--- src/rtl/btn_conditioner_pkg.sv ---
// Shared definitions for the push-button front end: button indices, the
// arbiter state encoding and a lowest-set-bit helper.
package btn_conditioner_pkg;

  localparam int BTN_CENTRE = 0;
  localparam int BTN_UP     = 1;
  localparam int BTN_LEFT   = 2;
  localparam int BTN_RIGHT  = 3;
  localparam int BTN_DOWN   = 4;

  typedef enum logic {
    ARB_IDLE = 1'b0,
    ARB_HOLD = 1'b1
  } arb_state_t;

  // Keeps only the lowest set bit, so the result is one-hot or zero.
  function automatic logic [3:0] lowest_one(input logic [3:0] vec);
    return vec & (~vec + 4'd1);
  endfunction

endpackage

--- src/rtl/btn_conditioner_debounce_cell.sv ---
// Single-bit button cleaner: 2-flop synchroniser followed by a debounce
// counter that flips the clean level after a sustained mismatch.
module debounce_cell #(
  parameter int DEBOUNCE_CYCLES = 1_000_000,
  parameter int CNT_W           = 20
) (
  input  logic clk,
  input  logic rst,
  input  logic raw,
  output logic clean
);

  logic             s1;
  logic             s2;
  logic [CNT_W-1:0] cnt;

  always_ff @(posedge clk or negedge rst) begin
    if (!rst) begin
      s1    <= 1'b0;
      s2    <= 1'b0;
      cnt   <= '0;
      clean <= 1'b0;
    end else begin
      s1 <= raw;
      s2 <= s1;
      if (s2 == clean) begin
        cnt <= '0;
      end else if (cnt == CNT_W'(DEBOUNCE_CYCLES - 1)) begin
        // Mismatch has persisted for the full window: accept the new level.
        clean <= s2;
        cnt   <= '0;
      end else begin
        cnt <= cnt + CNT_W'(1);
      end
    end
  end

endmodule

--- src/rtl/btn_conditioner.sv ---
// Button front end: per-button debounce, rising-edge pulses and a
// direction arbiter that presents at most one movement direction.
//
//   state    | meaning
//   ARB_IDLE | no direction selected, move_dir = 0
//   ARB_HOLD | sel holds the active direction (newest press wins)
module btn_conditioner
  import btn_conditioner_pkg::*;
#(
  parameter int DEBOUNCE_CYCLES = 1_000_000,
  parameter int CNT_W           = 20,
  parameter int N_BTN           = 5
) (
  input  logic             clk,
  input  logic             rst,
  input  logic [N_BTN-1:0] btn_raw,
  output logic [N_BTN-1:0] btn_clean,
  output logic [N_BTN-1:0] btn_rise,
  output logic             reset_req,
  output logic [3:0]       move_dir
);

  logic [N_BTN-1:0] btn_clean_d;
  arb_state_t       state;
  logic [3:0]       sel;
  logic [3:0]       dir_rise;
  logic [3:0]       dir_held;
  logic [3:0]       new_rise;

  for (genvar i = 0; i < N_BTN; i++) begin : g_cell
    debounce_cell #(
      .DEBOUNCE_CYCLES(DEBOUNCE_CYCLES),
      .CNT_W          (CNT_W)
    ) u_cell (
      .clk  (clk),
      .rst  (rst),
      .raw  (btn_raw[i]),
      .clean(btn_clean[i])
    );
  end

  always_ff @(posedge clk or negedge rst) begin
    if (!rst) begin
      btn_clean_d <= '0;
      btn_rise    <= '0;
    end else begin
      btn_clean_d <= btn_clean;
      btn_rise    <= btn_clean & ~btn_clean_d;
    end
  end

  assign reset_req = btn_rise[BTN_CENTRE];

  assign dir_rise = btn_rise[BTN_DOWN:BTN_UP];
  assign dir_held = btn_clean[BTN_DOWN:BTN_UP];
  assign new_rise = dir_rise & ~sel;
  assign move_dir = sel;

  always_ff @(posedge clk or negedge rst) begin
    if (!rst) begin
      state <= ARB_IDLE;
      sel   <= '0;
    end else begin
      case (state)
        ARB_IDLE: begin
          if (|dir_rise) begin
            sel   <= lowest_one(dir_rise);
            state <= ARB_HOLD;
          end
        end
        ARB_HOLD: begin
          // A fresh press outranks a release happening in the same cycle.
          if (|new_rise) begin
            sel <= lowest_one(new_rise);
          end else if (~|(dir_held & sel)) begin
            if (|dir_held) begin
              sel <= lowest_one(dir_held);
            end else begin
              sel   <= '0;
              state <= ARB_IDLE;
            end
          end
        end
        default: begin
          sel   <= '0;
          state <= ARB_IDLE;
        end
      endcase
    end
  end

endmodule

--- config.mk ---
export PLATFORM = sky130hd
export DESIGN_NAME = btn_conditioner
export DESIGN_NICKNAME = d
export VERILOG_FILES = /design/src/rtl/btn_conditioner_pkg.sv /design/src/rtl/btn_conditioner_debounce_cell.sv /design/src/rtl/btn_conditioner.sv
export SDC_FILE = /design/constraint.sdc
export NUM_CORES = 1
export LEC_CHECK = 0
export CORE_UTILIZATION = 30
export CTS_BUF_LIST = sky130_fd_sc_hd__clkbuf_8
export DETAILED_ROUTE_END_ITERATION = 12
export GPL_TIMING_DRIVEN = 0
export PLACE_DENSITY_LB_ADDON = 0.12
export RECOVER_POWER = 50
export SLEW_MARGIN = 40
export SYNTH_ARGS = -nofsm -noshare
export SYNTH_HDL_FRONTEND = slang
export SYNTH_SLANG_ARGS = --single-unit
--- constraint.sdc ---
create_clock -name clk -period 2.75 [get_ports clk]
set_input_delay 0.275 -clock clk [delete_from_list [all_inputs] [get_ports clk]]
set_output_delay 0.275 -clock clk [all_outputs]
set_load 0.1 [all_outputs]
# Word-level counts from Yosys, hierarchy flattened
# Cells that the tools add are included.
# classes
addsub,8
n_eq_ne,12
muxes,20
bitwise,17
n_reduce_logical,10
# op_table
op,n
2-to-1 mux 20 bit,10
adder 20 x 1 -> 20 bit (second input constant),5
equality test 20 bit (second input constant),5
AND 4 bit,5
2-to-1 mux 4 bit,4
inverter 4 bit,4
OR reduction 4 bit,4
adder 4 x 1 -> 4 bit (second input constant),3
AND reduction 2 bit,6
case mux 4 bit (2 select lines),1
inverter 1 bit,6
AND 5 bit,1
equality test 1 bit,5
inverter 5 bit,1
2-to-1 mux 1 bit,4
inequality test 3 bit (second input constant),1
inequality test 2 bit (second input constant),1
case mux 1 bit (2 select lines),1
# word_totals
register_bits,130
in_bits,7
output_inout_bits,15
wordCells,91

# Logic depth before layout (Yosys ltp)
# Gate-level depths: netlist (run 1).
# logic_depth
ltp_word,7
ltp_mapped,7
ltp_nobuf,6

# Cells and area by module
# Synthesis (run 1) repeated with hierarchy kept, for this count alone.
# hier_totals
cells_unflattened,603
area_unflattened_um2,6309.8
# by_module_without_submodules
mod,instances,cells_per_inst,area_each_um2,seq_area_each_um2
debounce_cell,5,108,1114.8,575.6
btn_conditioner,1,63,735.7,375.4

# Worst setup path after synthesis (run 1)
# OpenSTA, ideal clock, no wires.
# synth_timing
path_kind,flip-flop to flip-flop
from,"register sel[0], in the netlist move_dir[0]"
to,"register sel[1], in the netlist move_dir[1]"
arrival_time_ns,2.049
path_slack_ns,0.576
path_stages_with_launch,5
period_less_slack_ns,2.174
cell_sequence,dfrtp_1 -> o221ai_1 -> nor3_1 -> a21oi_2 -> mux2_2
# synth_via
elab_chain_len,7
elab_cells_between_ends,12
cone_classes,1 x add/sub; 1 x eq/ne; 2 x mux; 5 x bitwise; 3 x reduce/logical
# synth_rtl
item,line_no,text
from (decl),btn_conditioner.sv:25,logic [3:0] sel;
from (signal assigned),btn_conditioner.sv:67,sel <= lowest_one(dir_rise);
from (signal assigned),btn_conditioner.sv:74,sel <= lowest_one(new_rise);
from (signal assigned),btn_conditioner.sv:77,sel <= lowest_one(dir_held);
inverter 4 bit,btn_conditioner.sv:56,assign new_rise = dir_rise & ~sel;
AND 4 bit,btn_conditioner.sv:56,
inverter 4 bit,btn_conditioner_pkg.sv:18,return vec & (~vec + 4'd1);
adder 4 x 1 -> 4 bit,btn_conditioner_pkg.sv:18,
AND 4 bit,btn_conditioner_pkg.sv:18,
2-to-1 mux 4 bit,btn_conditioner.sv:73,if (|new_rise) begin
case mux 4 bit (2 select lines),btn_conditioner.sv:64,case (state)
# Parallel ways exist; a longest one is shown, timed or not.
# A chain may end at the register's enable or synchronous reset.

==> impl_metrics.py, run 1 <==
metrics = {
    "run_status": {
        "status": "finished, violations left",
        "violations": "max-capacitance violations, max-slew violations",
    },
    "worst_setup_path": {
        "timing.rr.start": "g_cell[2].u_cell.cnt[0]",
        "worstSetupStartpointType": "input pin",
        "reg2reg_to": "g_cell[2].u_cell.cnt[18]",
        "arrival_ps": 2600,
        "reg2reg_slack_ps": 920,
        "crit_type": "in -> async",
        "reg2regPathDepth": 6,
        "cp_max_fo": 68,
        "crit_required_ps": 3370,
        "crit_path_end_kind": "async pin",
    },
    "cts": {
        "cts_resized": 0,
        "cts_buffers": 17,
        "cts.sinks": 130,
        "clkTransAtPathRegs_ps": 70,
        "cts_tree": "done",
        "post_cts_buffers": 0,
        "clock_latency_ps": 440,
        "root_buffer": "clkbuf_8",
        "cts.htree.levels": 4,
        "cts_max_path_buffers": 2,
    },
    "logic_synthesis": {
        "synth-seq-area-share_pct": 54.55,
        "ys_warn_count": 0,
        "synth-seq-cells": 130,
        "synthCells": 571,
        "avgSynthCellArea_sq_um": 10.44,
        "syn_nets": 583,
        "yosys.area.top_type": "dfrtp_1",
        "ys_top_cells_by_area": "dfrtp_1 55%, xor2_1 8.2%, nor2_1 7.7%",
        "netlist_area_sq_um": 5963,
        "synth_top_area_share_pct": 54.55,
        "synth.distinct_cells": 39,
    },
    "drt": {
        "viasPerCell": 4.550,
        "drt-initial-drc-count": 162,
        "vias": 4040,
        "ant_nets": 0,
        "wl_per_cell_um": 12.63,
        "routed_wl_mm": 11.21,
        "drt_pre_antenna_iters": 5,
        "drcViolationCount": 0,
    },
    "final_layout": {
        "regArea_sq_um": 3253,
        "final_common_cell": "dfrtp_1",
        "final_cell_mix": "130 x dfrtp_1, 123 x nor2_1, 56 x xor2_1, 50 x nand3_1, 39 x xnor2_1",
        "n_fill_cell": 1947,
        "diodes": 0,
        "final_area_sq_um": 6813,
        "layout.nets": 626,
        "synthToLayoutAreaGrowth_pct": 14.25,
        "final_cells": 888,
        "drive_gt1_share_pct": 12.04,
        "multi_input_comb_area_sq_um": 2525,
    },
    "worst_hold_path": {
        "hold_depth": 0,
        "holdPathEnd": "g_cell[0].u_cell.s2",
        "worstHoldStart": "g_cell[0].u_cell.s1",
        "worstHoldPathType": "reg -> reg",
    },
    "die": {
        "die_w_um": 143.0,
        "initial_core_util_pct": 30.64,
        "core-area_sq_um": 19460,
        "placementRows": 51,
        "num_io_pins": 22,
        "design.die.area_sq_um": 20440,
        "die_h_um": 143.0,
    },
    "sta": {
        "period_share_pct": 72.12,
        "worstMarginPinSlew_ps": 1520,
        "hold_viol": 0,
        "slew_viol_final": 25,
        "final.setup_skew_ps": 12.08,
        "rsz0062_at_grt": "false",
        "setup_violations": 0,
        "fmax_ghz": 0.5042,
        "hold_ws_ps": 351.4,
        "fin_crit_ps": 1983,
        "slew_headroom_pct": -1.334,
    },
    "power": {
        "fin_total_pwr_mw": 3.503,
        "p_per_area_nw_per_um2": 514.2,
        "leakagePower_nw": 2.994,
        "ir_drop_mv": 0.2547,
    },
    "grt": {
        "gr-total-overflow": 0,
        "grt_pass1_vias": 4136,
        "grt_pass1_wl_mm": 20.02,
        "grt_max_degree": 69,
        "antenna_found_initial": 0,
        "grt_use_total_pct": 12.62,
    },
    "placed_design": {
        "dp.cells": 859,
        "routabilityCongestion": 0.7575,
        "dpl_cell_area_sq_um": 6482,
        "hpwlAfterDp_mm": 7.797,
        "port_buffers": 21,
    },
    "flow_run": {
        "cap_violations": 1,
    },
}
layout make-up:
type                    count  share of cell area, %
clock buffers              19                  3.838
flip-flops and latches    130                  47.75
clock inverters             9                  1.028
repair buffers             24                  2.736
inverters                  12                 0.6612
well taps                 265                  4.867
multi-input cells         414                  37.06
plain buffers              15                  2.057
state kept, by name, indices dropped and copies added, names as in the netlist:
signal,count
move_dir,4
g_cell.u_cell.cnt,100
btn_clean_d,5
g_cell.u_cell.clean,5
btn_rise,5
g_cell.u_cell.s2,5
g_cell.u_cell.s1,5
state,1
cells in the mapped netlist:
cell type,n
dfrtp_1,130
nor3b_1,1
nor3_1,11
mux2i_1,1
buf_6,4
a2bb2oi_1,2
xor2_1,56
nor2b_1,7
nand4_1,18
nand3b_1,2
mux2_2,7
a21oi_1,5
nor4_1,4
o21ai_0,1
or2_1,4
inv_1,12
a31oi_1,1
and3_1,21
a211o_1,1
buf_4,10
nor3_2,4
a22oi_1,2
ha_1,5
nand3_2,1
nor4_2,3
o221ai_1,1
nand4b_1,1
and3_2,1
xnor2_1,39
nor4bb_1,1
nand3_1,50
buf_12,1
nand2_1,28
and4_1,5
and2_1,1
nor4b_1,5
a21oi_2,1
nand2b_1,1
nor2_1,123
critical path, cell delays in order:
cell	delay [ps]
dlygate4sd3_1	530
clkbuf_1	1100
buf_16	380
buf_12	270
metrics by stage:
| stage | utilization [%] | setup TNS, ps | worst slack [ps] |
|---|---|---|---|
| floorplan | - | 0 | 575.7 |
| global placement | 33.42 | -503340 | -3887 |
| detailed placement | 33.31 | 0 | 914.1 |
| CTS | 35.06 | 0 | 827.0 |
| global route | 35.00 | 0 | 420.8 |
| finish | 35.00 | 0 | 766.8 |
power breakdown:
part,internal [mW],switching [mW],leakage (nW),total (mW)
Sequential,1.94,0.0225,1.78,1.96
Combinational,0.0456,0.0795,1.03,0.125
Clock,0.725,0.693,0.181,1.42
Total,2.71,0.795,2.99,3.50
what timing repair did:
action | in CTS | in global routing
setup endpoints to repair | 0 | 0
hold buffers | 1 | 0
hold endpoints to repair | 66 | 0
logic make-up after synthesis:
family | synth area share [%]
adder cells (fa/ha/maj) | 1.049
multiplexers | 1.490
XOR/XNOR | 13.95
AND/OR/NAND/NOR | 24.26
AO/OA/AOI/OAI | 1.595
flip-flops | 54.55
buffers and inverters | 3.105
how the worst max path moves through the flow:
stage	to	slack, ps	cells past startpoint	start
4_1_cts	btn_clean[1]	830	2	g_cell[1].u_cell.clean
3_5_place_dp	g_cell[2].u_cell.cnt[17]	910	7	g_cell[2].u_cell.cnt[0]
5_1_grt	g_cell[3].u_cell.cnt[16]	420	4	rst
6_report	g_cell[3].u_cell.cnt[16]	770	4	rst
2_1_floorplan	move_dir[1]	580	4	move_dir[0]
3_3_place_gp	btn_clean_d[0]	-3890	1	rst
per-layer routing:
metal | vias up | GRT usage (%) | routed length (um)
met5 | - | 0 | 0
met4 | 0 | 4.924 | 148
met1 | 1984 | 16.29 | 5544
met3 | 9 | 3.756 | 363
li1 | 1999 | - | -
met2 | 48 | 19.77 | 5154
No activity file was read; power rests on OpenSTA's default activity.
==> run 2: changes to the inputs <==
==> constraint.sdc (replaced) <==
create_clock -name clk -period 2 [get_ports clk]
set_input_delay 0.2 -clock clk [delete_from_list [all_inputs] [get_ports clk]]
set_output_delay 0.2 -clock clk [all_outputs]
set_load 0.1 [all_outputs]
==> run 2 against run 1 <==
The flow now finishes without violations. Sequential share of layout area shrank 0.73 points. Via count shrank 0.77%. Wire length shrank 0.78%. Power grew 53%. Cell area grew 1.7%. Worst hold slack lost 140 ps. Core utilization grew 0.60 points. Worst setup slack lost 610 ps. Non-clock buffer count is the same. Highest routed layer unchanged. Critical path depth is the same. Register-to-register slack lost 760 ps. Die area is the same.
==> impl_metrics.py, run 2 (synthesis gave the netlist of run 1 again) <==
metrics = {
    "worst_hold_path": {
        "worstHoldPathType": "in -> async",
    },
    "die": {
        "num_io_pins": 22,
        "core-area_sq_um": 19460,
        "design.die.area_sq_um": 20440,
        "die_h_um": 143.0,
        "die_w_um": 143.0,
        "initial_core_util_pct": 30.64,
        "placementRows": 51,
    },
    "drt": {
        "drt-initial-drc-count": 94,
        "vias": 4009,
        "drt_pre_antenna_iters": 4,
        "ant_nets": 0,
        "routed_wl_mm": 11.12,
        "drcViolationCount": 0,
        "viasPerCell": 4.494,
        "wl_per_cell_um": 12.47,
    },
    "cts": {
        "cts.htree.levels": 4,
        "clkTransAtPathRegs_ps": 80,
        "root_buffer": "clkbuf_8",
        "cts_max_path_buffers": 2,
        "cts.sinks": 130,
        "cts_tree": "done",
        "clock_latency_ps": 440,
        "cts_buffers": 17,
    },
    "final_layout": {
        "diodes": 0,
        "drive_gt1_share_pct": 13.72,
        "final_cell_mix": "126 x dfrtp_1, 123 x nor2_1, 56 x xor2_1, 50 x nand3_1, 39 x xnor2_1",
        "final_common_cell": "dfrtp_1",
        "layout.nets": 626,
        "regMostFlops": "g_cell.u_cell.cnt",
        "largest_register_ffs": 100,
        "synthToLayoutAreaGrowth_pct": 16.20,
    },
    "worst_setup_path": {
        "crit_type": "reg -> reg",
        "crit_path_start": "btn_rise[2]",
        "arrival_ps": 2160,
        "crit_path_end_kind": "flop",
        "worstSetupStartpointType": "flop",
        "timing.rr.start": "btn_rise[2]",
        "crit_required_ps": 2320,
        "cp_max_fo": 4,
    },
    "sta": {
        "fin_crit_ps": 1844,
        "worstMarginPinSlew_ps": 860.8,
        "period_share_pct": 92.18,
        "slew_headroom_pct": 42.61,
        "hold_viol": 0,
        "worst_slack_ps": 156.5,
        "fmax_ghz": 0.5424,
        "rsz0062_at_grt": "false",
        "final.setup_skew_ps": 10.94,
        "setup_tns_ps": 0,
        "setup_violations": 0,
        "slew_viol_final": 0,
    },
    "power": {
        "leakagePower_nw": 3.021,
        "p_seq_share_pct": 50.1,
        "comb_power_share_pct": 3.1,
        "ir_drop_mv": 0.3410,
        "clockPowerShare_pct": 46.8,
        "p_int_mw": 4.181,
        "p_switching_mw": 1.188,
        "swShare_pct": 22.13,
        "p_per_area_nw_per_um2": 775.0,
    },
    "placed_design": {
        "dp_slack_ps": 166.3,
        "port_buffers": 21,
        "routabilityCongestion": 0.7657,
        "hpwlAfterDp_mm": 7.704,
    },
    "run_status": {
        "status": "complete, no violations",
    },
    "grt": {
        "gr-total-overflow": 0,
        "grt_pass1_vias": 4034,
        "grt_max_degree": 62,
        "antenna_found_initial": 0,
        "grt_pass1_wl_mm": 19.45,
        "grt_use_total_pct": 12.24,
    },
    "flow_run": {
        "cap_violations": 0,
    },
}
## run 2: cell count changes in the layout (fill, tap and decap cells not counted), sizes merged
cell and delta:
bufinv +3, clkinv -3, clkinvlp +3, clkbuf +1
## run 2: what timing repair did
item,CTS,global route
setup endpoints to repair,0,1
gates resized for setup,0,1
setup buffers,0,0
hold buffers,1,0
endpoints found under the hold margin,89,0
## run 2: through the flow
| stage | power (mW) | util, % | instances | hold WS, ps | area [sq um] |
|---|---|---|---|---|---|
| after detailed placement | 2.925 | 33.33 | 859 | 74.74 | 6487 |
| final | 5.370 | 35.60 | 892 | 207.4 | 6929 |
| after global routing | 5.630 | 35.60 | 892 | 201.1 | 6929 |
| after global placement | 2.915 | 33.45 | 857 | 337.3 | 6510 |
| after CTS | 5.500 | 35.72 | 892 | 151.7 | 6953 |
| after floorplan | 2.821 | - | 571 | -95.59 | 5968 |
## run 2: cell type report
| class | instances | area, sq um |
|---|---|---|
| clock inverter | 12 | 180.2 |
| tap | 265 | 331.6 |
| fill | 1979 | 12530 |
| inverter | 12 | 45.04 |
| timing repair buffer | 24 | 168.9 |
| buffer | 15 | 140.1 |
| clock buffer | 20 | 275.3 |
| sequential | 130 | 3258 |
| multi-input combinational | 414 | 2530 |
## run 2: power by group through the flow
stage	Clock [mW]	Combinational [mW]	Sequential [mW]
after CTS	2.62	0.184	2.69
after detailed placement	0	0.181	2.74
after global placement	0	0.169	2.75
after floorplan	0	0.0834	2.74
final	2.51	0.165	2.69
after global routing	2.74	0.193	2.70
## run 2: path summary, 6_finish.rpt
path / slack (ps) / endpoint / depth (start not counted)
max in group asynchronous: 360 / g_cell[1].u_cell.s1 / 4
setup / recovery: 160 / move_dir[1] / 4
hold reg to reg: 350 / g_cell[2].u_cell.s2 / 0
min in group clk: 300 / g_cell[0].u_cell.s1 / 1
hold / removal: 210 / move_dir[0] / 2
setup reg to reg: 160 / move_dir[1] / 4
## run 2: worst max-delay path, stage by stage, from the launching register on
cell and delay (ps):
dfrtp_2 440, nor3_1 400, nor3b_1 450, a21oi_2 140, mux2_2 300
## run 2: routing by layer
layer | global-route usage (%) | routed length [um] | up-vias
li1 | - | - | 2006
met1 | 15.94 | 5379 | 1962
met2 | 19.28 | 5294 | 31
met3 | 3.924 | 341 | 10
met4 | 3.735 | 108 | 0
met5 | 0 | 0 | -
==> run 3: changes to the inputs <==
--- a/config.mk
+++ b/config.mk
@@ -5,6 +5,7 @@
 export SDC_FILE = /design/constraint.sdc
 export NUM_CORES = 1
 export LEC_CHECK = 0
+export CORE_MARGIN = 1.5
 export CORE_UTILIZATION = 30
 export CTS_BUF_LIST = sky130_fd_sc_hd__clkbuf_8
 export DETAILED_ROUTE_END_ITERATION = 12
==> run 3 against run 2 <==
Sequential power is essentially flat. Power fell by 2.4%. Maximum frequency decreased by 0.34%. First-iteration DRC count increased by 47%. Sequential share of layout area is 0.13 points higher. Clock power fell by 5%. Wire length is 1.8% higher. Core utilization down 0.096 points. Worst setup slack worse by 6.3 ps. Global-route usage increased by 0.18 points. Die area is 1.4% higher. Critical endpoint is now g_cell[3].u_cell.cnt[11]. Largest power group unchanged.
==> impl_metrics.py, run 3 (synthesis gave the netlist of run 1 again) <==
metrics = {
    "die": {
        "core-area_sq_um": 19460,
        "placementRows": 51,
        "die_h_um": 144.0,
        "num_io_pins": 22,
        "initial_core_util_pct": 30.64,
        "design.die.area_sq_um": 20730,
        "die_w_um": 144.0,
    },
    "sta": {
        "period_share_pct": 92.49,
        "worstMarginPinSlew_ps": 1442,
        "rsz0062_at_grt": "false",
        "setup_violations": 0,
        "final.setup_skew_ps": 10.05,
        "slew_headroom_pct": 3.856,
        "setup_tns_ps": 0,
        "fin_crit_ps": 1850,
        "slew_viol_final": 0,
        "fmax_ghz": 0.5406,
        "hold_viol": 0,
        "worst_slack_ps": 150.2,
    },
    "grt": {
        "grt_max_degree": 71,
        "gr-total-overflow": 0,
        "grt_pass1_vias": 4165,
        "grt_use_total_pct": 12.42,
        "grt_pass1_wl_mm": 20.00,
        "antenna_found_initial": 0,
    },
    "flow_run": {
        "cap_violations": 0,
    },
    "worst_hold_path": {
        "worstHoldPathType": "in -> reg",
        "hold_depth": 1,
    },
    "final_layout": {
        "regArea_sq_um": 3258,
        "diodes": 0,
        "n_fill_cell": 1929,
        "multi_input_comb_area_sq_um": 2544,
        "final_cells": 891,
        "drive_gt1_share_pct": 13.58,
        "regMostFlops": "g_cell.u_cell.cnt",
        "final_common_cell": "dfrtp_1",
        "final_cell_mix": "126 x dfrtp_1, 123 x nor2_1, 56 x xor2_1, 50 x nand3_1, 39 x xnor2_1",
        "utilization_pct": 35.51,
        "largest_register_ffs": 100,
        "synthToLayoutAreaGrowth_pct": 15.88,
        "layout.nets": 625,
    },
    "worst_setup_path": {
        "crit_required_ps": 2330,
        "reg2regPathDepth": 7,
        "cp_max_fo": 10,
        "arrival_ps": 2180,
        "crit_type": "reg -> reg",
        "crit_path_end_kind": "flop",
        "worstSetupStartpointType": "flop",
        "reg2reg_slack_ps": 150,
    },
    "power": {
        "leakagePower_nw": 3.034,
        "ir_drop_mv": 0.3229,
        "p_per_area_nw_per_um2": 758.4,
        "fin_total_pwr_mw": 5.241,
    },
    "cts": {
        "cts_max_path_buffers": 2,
        "clock_latency_ps": 450,
        "root_buffer": "clkbuf_8",
        "clkTransAtPathRegs_ps": 80,
        "cts_tree": "done",
        "post_cts_buffers": 0,
        "cts.sinks": 130,
        "cts_buffers": 17,
        "cts.htree.levels": 4,
    },
    "drt": {
        "drt-initial-drc-count": 138,
        "vias": 3977,
        "drt_pre_antenna_iters": 4,
        "drcViolationCount": 0,
        "ant_nets": 0,
        "wl_per_cell_um": 12.70,
        "viasPerCell": 4.464,
        "routed_wl_mm": 11.32,
    },
    "placed_design": {
        "hpwlAfterDp_mm": 7.492,
        "dp_slack_ps": 163.1,
        "port_buffers": 21,
        "routabilityCongestion": 0.7642,
        "dp.cells": 858,
    },
    "run_status": {
        "status": "complete, no violations",
    },
}
run 3: critical path, stage by stage (launching register included):
cell and delay, ps:
dfrtp_1 400, ha_1 190, nand3_1 230, nor4_2 380, or2_1 150, buf_4 170
buf_6 160, nor2_1 60
run 3: power by group:
group | internal, mW | total [mW] | switching [mW] | leakage [nW]
sequential | 2.66 | 2.69 | 0.0312 | 1.77
clock | 1.35 | 2.38 | 1.03 | 0.216
combinational | 0.0591 | 0.168 | 0.109 | 1.04
run 3: routing by layer:
layer	up-vias	track usage, %	wire length (um)
met1	1930	15.85	5582
met5	-	0	0
li1	1994	-	-
met3	18	3.907	365
met2	35	19.54	5160
met4	0	4.995	212
run 3: final timing paths:
path,start,end
max reg2reg,g_cell[3].u_cell.cnt[0],g_cell[3].u_cell.cnt[11]
max,g_cell[3].u_cell.cnt[0],g_cell[3].u_cell.cnt[11]
min reg2reg,g_cell[3].u_cell.s1,g_cell[3].u_cell.s2
max in group asynchronous,rst,move_dir[0]
min in group asynchronous,rst,g_cell[4].u_cell.cnt[11]
min,btn_raw[4],g_cell[4].u_cell.s1
run 3: stage by stage:
stage,hold WS [ps],area [sq um]
floorplan,-95.59,5968
global placement,334.7,6510
detailed placement,183.9,6467
CTS,143.7,6902
global route,272.6,6910
finish,298.8,6910
run 3: area by class of cell:
cell class | instances | area share (%)
clock buffer | 21 | 4.183
timing repair buffer | 23 | 2.426
sequential | 130 | 47.15
inverter | 12 | 0.6518
tap | 265 | 4.798
multi-input combinational | 414 | 36.81
buffer | 15 | 2.028
clock inverter | 11 | 1.955
run 3: repair_timing:
action | in CTS | in global routing
hold buffers | 1 | 0
endpoints found under the setup margin | 0 | 4
hold endpoints to repair | 60 | 0
gates resized for setup | 0 | 3
